File: src/rtl/pixel_pkg.sv
// Shared constants and state types for the single-pixel test system host link.
package pixel_pkg;

    // Host command bytes
    localparam logic [7:0] CMD_START = 8'h53;  // 'S'
    localparam logic [7:0] CMD_FRAME = 8'h46;  // 'F'

    // Argument bytes that may follow CMD_FRAME
    localparam logic [7:0] ARG_FRAME_100MS = 8'h30;  // '0'
    localparam logic [7:0] ARG_FRAME_1S    = 8'h31;  // '1'

    // Command parser states
    typedef enum logic {
        P_IDLE,
        P_ARG
    } parser_state_t;

    // Receive state machine states
    typedef enum logic [2:0] {
        RX_IDLE,
        RX_START,
        RX_DATA,
        RX_STOP,
        RX_BREAK
    } rx_state_t;

endpackage

File: src/rtl/uart_rx.sv
// 8N1 UART receiver: two-flop synchronizer, mid-bit sampling state machine,
// registered byte output with one-cycle valid / framing-error pulses.
module uart_rx #(
    parameter int unsigned CLKS_PER_BIT = 5208
) (
    input  logic       clk_in,
    input  logic       reset,
    input  logic       Rx_in,
    output logic [7:0] rx_data,
    output logic       rx_valid,
    output logic       frame_err
);
    import pixel_pkg::*;

    localparam int unsigned     CNT_W     = (CLKS_PER_BIT > 1) ? $clog2(CLKS_PER_BIT) : 1;
    localparam logic [CNT_W-1:0] FULL_LAST = CNT_W'(CLKS_PER_BIT - 1);
    localparam logic [CNT_W-1:0] HALF_LAST = CNT_W'(CLKS_PER_BIT / 2 - 1);

    logic             r_sync1;
    logic             r_sync2;
    logic [1:0]       r_warm;   // becomes all-ones once the synchronizer holds real line samples
    logic             r_armed;  // line seen high since reset; a fresh falling edge may start a frame
    rx_state_t        r_state;
    logic [CNT_W-1:0] r_cnt;
    logic [2:0]       r_bit;
    logic [7:0]       r_shift;

    logic w_rx;
    logic w_full_done;
    logic w_half_done;

    assign w_rx        = r_sync2;
    assign w_full_done = (r_cnt == FULL_LAST);
    assign w_half_done = (r_cnt == HALF_LAST);

    // Bring the asynchronous serial line into the clock domain
    always_ff @(posedge clk_in or negedge reset) begin
        if (!reset) begin
            r_sync1 <= 1'b1;
            r_sync2 <= 1'b1;
            r_warm  <= 2'b00;
        end else begin
            r_sync1 <= Rx_in;
            r_sync2 <= r_sync1;
            r_warm  <= {r_warm[0], 1'b1};
        end
    end

    // Receive state machine with registered byte and status pulses
    always_ff @(posedge clk_in or negedge reset) begin
        if (!reset) begin
            r_state   <= RX_IDLE;
            r_cnt     <= '0;
            r_bit     <= 3'd0;
            r_shift   <= 8'h00;
            r_armed   <= 1'b0;
            rx_data   <= 8'h00;
            rx_valid  <= 1'b0;
            frame_err <= 1'b0;
        end else begin
            rx_valid  <= 1'b0;
            frame_err <= 1'b0;
            case (r_state)
                RX_IDLE: begin
                    r_cnt <= '0;
                    r_bit <= 3'd0;
                    if (!r_armed) begin
                        if (r_warm[1] && w_rx) begin
                            r_armed <= 1'b1;
                        end
                    end else if (!w_rx) begin
                        r_state <= RX_START;
                    end
                end
                RX_START: begin
                    if (w_half_done) begin
                        r_cnt   <= '0;
                        r_state <= w_rx ? RX_IDLE : RX_DATA;
                    end else begin
                        r_cnt <= r_cnt + CNT_W'(1);
                    end
                end
                RX_DATA: begin
                    if (w_full_done) begin
                        r_cnt   <= '0;
                        r_shift <= {w_rx, r_shift[7:1]};
                        r_bit   <= r_bit + 3'd1;
                        if (r_bit == 3'd7) begin
                            r_state <= RX_STOP;
                        end
                    end else begin
                        r_cnt <= r_cnt + CNT_W'(1);
                    end
                end
                RX_STOP: begin
                    if (w_full_done) begin
                        r_cnt <= '0;
                        if (w_rx) begin
                            rx_data  <= r_shift;
                            rx_valid <= 1'b1;
                            r_state  <= RX_IDLE;
                        end else begin
                            frame_err <= 1'b1;
                            r_state   <= RX_BREAK;
                        end
                    end else begin
                        r_cnt <= r_cnt + CNT_W'(1);
                    end
                end
                RX_BREAK: begin
                    // Hold off until the line returns high so a break is one error
                    if (w_rx) begin
                        r_state <= RX_IDLE;
                    end
                end
                default: begin
                    r_state <= RX_IDLE;
                end
            endcase
        end
    end

endmodule

File: src/rtl/uart_rx_cmd.sv
// Host UART receiver plus command decoder: 'S' requests a start, 'F' + '0'/'1'
// selects the frame time. Outputs mirror the front-panel control signals.
module uart_rx_cmd #(
    parameter int unsigned CLKS_PER_BIT = 5208,
    parameter logic [7:0]  CMD_START    = pixel_pkg::CMD_START,
    parameter logic [7:0]  CMD_FRAME    = pixel_pkg::CMD_FRAME
) (
    input  logic       clk_in,
    input  logic       reset,
    input  logic       Rx_in,
    output logic [7:0] rx_data,
    output logic       rx_valid,
    output logic       frame_err,
    output logic       start_n,
    output logic       t_frame_sel,
    output logic       cmd_err
);
    import pixel_pkg::*;

    parser_state_t r_pstate;

    uart_rx #(
        .CLKS_PER_BIT(CLKS_PER_BIT)
    ) u_uart_rx (
        .clk_in    (clk_in),
        .reset     (reset),
        .Rx_in     (Rx_in),
        .rx_data   (rx_data),
        .rx_valid  (rx_valid),
        .frame_err (frame_err)
    );

    // Command parser: decodes received bytes into start / frame-select controls
    always_ff @(posedge clk_in or negedge reset) begin
        if (!reset) begin
            r_pstate    <= P_IDLE;
            start_n     <= 1'b1;
            t_frame_sel <= 1'b0;
            cmd_err     <= 1'b0;
        end else begin
            start_n <= 1'b1;
            cmd_err <= 1'b0;
            case (r_pstate)
                P_IDLE: begin
                    // A framing error with no command pending is ignored here
                    if (rx_valid) begin
                        if (rx_data == CMD_START) begin
                            start_n <= 1'b0;
                        end else if (rx_data == CMD_FRAME) begin
                            r_pstate <= P_ARG;
                        end else begin
                            cmd_err <= 1'b1;
                        end
                    end
                end
                P_ARG: begin
                    if (rx_valid) begin
                        r_pstate <= P_IDLE;
                        if (rx_data == ARG_FRAME_100MS) begin
                            t_frame_sel <= 1'b0;
                        end else if (rx_data == ARG_FRAME_1S) begin
                            t_frame_sel <= 1'b1;
                        end else begin
                            cmd_err <= 1'b1;
                        end
                    end else if (frame_err) begin
                        r_pstate <= P_IDLE;
                        cmd_err  <= 1'b1;
                    end
                end
                default: begin
                    r_pstate <= P_IDLE;
                end
            endcase
        end
    end

endmodule
File: config.mk
export PLATFORM = sky130hd
export DESIGN_NAME = uart_rx_cmd
export DESIGN_NICKNAME = d
export VERILOG_FILES = /design/src/rtl/pixel_pkg.sv /design/src/rtl/uart_rx.sv /design/src/rtl/uart_rx_cmd.sv
export SDC_FILE = /design/constraint.sdc
export NUM_CORES = 1
export LEC_CHECK = 0
export CORE_MARGIN = 4
export CORE_UTILIZATION = 60
export CTS_BUF_LIST = sky130_fd_sc_hd__clkbuf_2 sky130_fd_sc_hd__clkbuf_4 sky130_fd_sc_hd__clkbuf_8
export CTS_CLUSTER_SIZE = 12
export DETAILED_ROUTE_END_ITERATION = 10
export GPL_TIMING_DRIVEN = 1
export PLACE_DENSITY_LB_ADDON = 0.1
export SLEW_MARGIN = 40
export SYNTH_ARGS = -nofsm -noshare
export SYNTH_HDL_FRONTEND = slang
export SYNTH_HIERARCHICAL = 1
export SYNTH_SLANG_ARGS = --single-unit
File: constraint.sdc
create_clock -name clk_in -period 2.4 [get_ports clk_in]
set_clock_uncertainty 0.05 [all_clocks]
set_input_delay 0.36 -clock clk_in [delete_from_list [all_inputs] [get_ports clk_in]]
set_output_delay 0.36 -clock clk_in [all_outputs]
set_load 0.01 [all_outputs]
# After elaboration in Yosys (flattened, before gate mapping)
# Index checks and enable logic that the tools add are counted.
# Widths: inputs -> output; s select.
# totals
regBits	46
inputBits	3
out_inout_bits	13
word_cells	89
# op_classes
n_addsub	2
n_eq_ne	18
mux	42
n_bitwise	1
reduce_logical	11
# op_table
operator	n
$pmux 13 s3	1
$mux 3	9
$mux 13	2
$mux 1	25
$eq 8x6->1 const B	2
$eq 8x7->1 const B	2
$pmux 3 s5	1
$add 13x1->13 const B	1
$eq 13x12->1 const B	1
$eq 13x13->1 const B	1
$ne 2x1->1 const B	6
$reduce_and 7->1	1
$eq 3x2->1 const B	2
$eq 3x3->1 const B	2
$pmux 3 s2	1
$reduce_and 3->1	2
$pmux 1 s2	2
$reduce_and 2->1	2
$reduce_bool 2->1	2
$add 3x1->3 const B	1
$eq 3x1->1 const B	1
$logic_not 3->1	1
$reduce_bool 3->1	1
$mux 2	1
4 further kinds	4

# Depth between registers and ports, before layout
# depth
depth_word	5
mapped_depth	6
ltp_nobuf	6

# Hierarchy
# The synthesis kept the hierarchy.
# by_module_without_submodules
module	instances	cells_each	area_each_um2	seq_area_each_um2
uart_rx	1	182	2042.0	1053.5
uart_rx_cmd	1	19	244.0	101.3

# Least setup slack after synthesis
# Ideal clock, no wire load.
# synth_path
path_kind	register to register
from	register u_uart_rx.r_cnt[0]
to	register u_uart_rx.r_shift[0]
setup_time_ns	0.125
arrival_ns	1.797
required_time_ns	2.225
slack_ns	0.428
stages_incl_launch_ff	6
path_buffers	0
period_less_slack_ns	1.972
path_cell_list	dfrtp_1 -> ha_1 -> and4bb_2 -> nand3_2 -> nor3_2 -> mux2_2
# synth_via
elab_chain_cells	2
# synth_lines
element	line_no	rtl
from (decl)	uart_rx.sv:24	logic [CNT_W-1:0] r_cnt;
from (signal assigned)	uart_rx.sv:80	r_cnt <= r_cnt + CNT_W'(1);
from (signal assigned)	uart_rx.sv:92	r_cnt <= r_cnt + CNT_W'(1);
from (signal assigned)	uart_rx.sv:107	r_cnt <= r_cnt + CNT_W'(1);
$eq 13x13->1	uart_rx.sv:33	assign w_full_done = (r_cnt == FULL_LAST);
$reduce_and 2->1 (no source line)	-	
to (signal assigned)	uart_rx.sv:86	r_shift <= {w_rx, r_shift[7:1]};
to (decl)	uart_rx.sv:26	logic [7:0] r_shift;
# No other way between the ends.
# A chain may end at the register's enable or synchronous reset.

# Worst setup path in the final report
# layout_path
from	register u_uart_rx.r_cnt[0]
to	register u_uart_rx.rx_data[7]
# layout_via
elab_chain_cells	2
# layout_lines
element	line_no	rtl
$eq 13x13->1	uart_rx.sv:33	
$reduce_and 3->1 (no source line)	-	
to (signal assigned)	uart_rx.sv:99	rx_data <= r_shift;
to (decl)	uart_rx.sv:9	output logic [7:0] rx_data,
# No other way between the ends.

==> impl_metrics.tcl <==
set metrics [dict create \
    status "complete, no violations" \
    path_delay_family "simple AND/OR/NAND/NOR gates" \
    post_drt_via_cell_ratio 6.21 \
    dieArea_mm2 0.00486 \
    grt_usage_pct 21.2 \
    fin_crit_sh_pct 88.5 \
    grt_pass1_wl_um 8290 \
    p_int_w 0.00109 \
    syn_area_per_cell_um2 11.4 \
    clock_sinks 46 \
    synthFlopType "dfrtp_1" \
    cts_root_buf "clkbuf_8" \
    synth-edff-count 0 \
    worstPathArrival_ps 2260 \
    cts_tree "built" \
    dpl-instance-area_mm2 0.00250 \
    rsz0062_at_grt "no" \
    max-slew-margin-rel_pct 62.8 \
    syn-cell-area_mm2 0.00229 \
    fill_cells 273 \
    p_leak_nw 1.13 \
    critPathKind "reg2reg" \
    coreArea_mm2 0.00366 \
    clock.fmax_mhz 471 \
    areaGrowthSynthToFinish_pct 13.5 \
    grt_max_degree 47 \
    power_frac_comb_pct 13.2 \
    yosys_warnings 6 \
    ys_async_sr_fraction_pct 100 \
    final_net_count 228 \
    vias 1682 \
    drt-total-wl_um 4580 \
    setup_viol 0 \
    synth_cell_type_count 53 \
    instances_no_fill 271 \
    drv_cap 0 \
    antenna_found_initial 0 \
    dr.pass1.iters 4 \
    die_width_um 69.7 \
    cts_resized 0 \
    yosysTopAreaCell "dfrtp_1" \
    portBuffers 15 \
    ys_ff_latch 46 \
    finalInstanceArea_mm2 0.00259 \
    power_frac_seq_pct 56.1 \
    dp.cells 263 \
    htree_levels 2 \
    power_frac_clock_pct 30.7 \
    start_kind "register" \
    worstPathCellList "ha_1, and4bb_2, nand3_2, nor3_4, mux2_2" \
    post-route-min-period_ps 2130 \
    cp_num_buf_inv 0 \
    cts_buffers 5 \
    n_antenna_cell 0 \
    fin_tns_setup_ps 0 \
    synth_area_leaders "dfrtp_1, mux2_2, dfstp_2, nor2_1, and4bb_2" \
    p_sw_w 0.000426 \
    worst_slack_ps 275 \
    drive_gt1_share_pct 22.9 \
    insertion_delay_ps 300 \
    cp_num_cells 5 \
    ctsLongestPathBuffers 2 \
    worstMarginPinSlew_ps 558 \
    start_util_pct 62.4 \
    first_global_vias 1727 \
    cp_max_fo 8 \
    synth-seq-area-share_pct 50.5 \
    dieHeight_um 69.7 \
    hp-class "in2async" \
    drc 0 \
    dr.first_iter.drc_count 196 \
    hold_viol 0 \
    ant_nets 0 \
    cp_data_required_time_ps 2530 \
    dp_slack_ps 270 \
    postLayoutCoreUtil_pct 70.9 \
    vdd.ir_drop.worst_uv 533 \
    crit_path_end_kind "register" \
    postCtsHoldBufs 0 \
    ios 16 \
    overflow 0 \
    synth_cells 201 \
    wl_per_cell_um 16.9 \
    row_count 22 \
    slew_viol_final 0 \
    clk_pin_slew_ps 80 \
    r2r_cells 5 \
    critPathMaxStageDelay_ps 430 \
    hpwl_um 3310 \
    syn_nets 207 \
    yosys.area.top_type_share_pct 47.1 \
    p_per_area_mw_per_mm2 583 \
    swShare_pct 28.1 \
    post_cts_buffers 0 \
    crit_path_top_delay_cell "nor3_4" \
    gp_congestion 0.883 \
]
## per-stage QoR
stage	power [W]	hold WS, ps
after floorplan	0.00101	14.4
after global placement	0.00105	284
after detailed placement	0.00106	292
after CTS	0.00153	107
after global routing	0.00161	129
final	0.00151	85.1
## kinds of logic after synthesis
| family | after synthesis | share of synthesized area (%) |
|---|---|---|
| simple gates | 81 | 23.6 |
| flops | 46 | 50.5 |
| other cells | 1 | 0.164 |
| compound gates | 38 | 12.4 |
| fa+ha+maj | 3 | 1.64 |
| mux | 20 | 9.69 |
| buf+inv | 12 | 2.02 |
## flip-flops by register name, summed over array words and instances (netlist names), 2 cells and up
signal             flops
u_uart_rx/r_warm       2
u_uart_rx/r_bit        3
u_uart_rx/r_cnt       13
u_uart_rx/r_shift      8
u_uart_rx/r_state      3
u_uart_rx/rx_data      8
## synthesized netlist by cell type (3+ instances only)
library cell	instances
nand2_1	13
nand4_1	4
dfstp_2	3
ha_1	3
mux2i_1	3
nand3_1	5
inv_1	6
nor2_1	15
o21ai_0	8
nor3_1	8
and4_1	4
a21oi_1	4
and2_1	3
clkbuf_1	5
o2bb2ai_1	3
or3_1	3
mux2_2	17
and3_1	3
dfrtp_1	43
and4bb_2	4
## final timing paths
kind,slack (ps),to,from
setup / recovery,270,u_uart_rx/rx_data[7],u_uart_rx/r_cnt[0]
hold / removal,90,t_frame_sel,reset
setup reg to reg,270,u_uart_rx/rx_data[7],u_uart_rx/r_cnt[0]
hold reg to reg,310,u_uart_rx/r_sync2,u_uart_rx/r_sync1
max in group asynchronous,1830,u_uart_rx/r_sync2,reset
min in group clk_in,310,u_uart_rx/r_sync2,u_uart_rx/r_sync1
## power groups by stage
stage	sequential [W]	clock, W	combinational (W)
CTS	0.000847	0.000482	0.000202
global route	0.000853	0.000530	0.000232
detailed placement	0.000862	0	0.000201
finish	0.000848	0.000465	0.000200
floorplan	0.000839	0	0.000173
global placement	0.000860	0	0.000193
## placed cells by master (no fill, tap or decap), types with 4 or more instances in the layout
| cell | count |
|---|---|
| nor3_1 | 8 |
| clkbuf_8 | 5 |
| nor2_1 | 15 |
| clkdlybuf4s50_1 | 14 |
| nand3_1 | 5 |
| nand2_1 | 13 |
| and4_1 | 4 |
| inv_1 | 6 |
| o21ai_0 | 8 |
| mux2_2 | 17 |
| buf_4 | 5 |
| and4bb_2 | 4 |
| nand4_1 | 4 |
| dfrtp_1 | 43 |
| a21oi_1 | 4 |
## final cells by class
type	instances	area, µm²	share of cell area (%)
Multi-Input combinational cell	143	1080	41.8
Tap cell	48	60.1	2.31
Timing Repair Buffer	20	183	7.04
Clock buffer	5	68.8	2.65
Clock inverter	3	21.3	0.820
Inverter	6	22.5	0.868
Sequential cell	46	1150	44.5
## per-layer routing
layer | vias to the layer above | share of wire, % | GRT usage, %
met2 | 43 | 50 | 33.8
met3 | 5 | 4.4 | 4.93
met5 | - | 0 | 0
met4 | 0 | 0.96 | 7.45
met1 | 838 | 45 | 28.4
li1 | 796 | - | -
(Power assumes the default switching activity.)
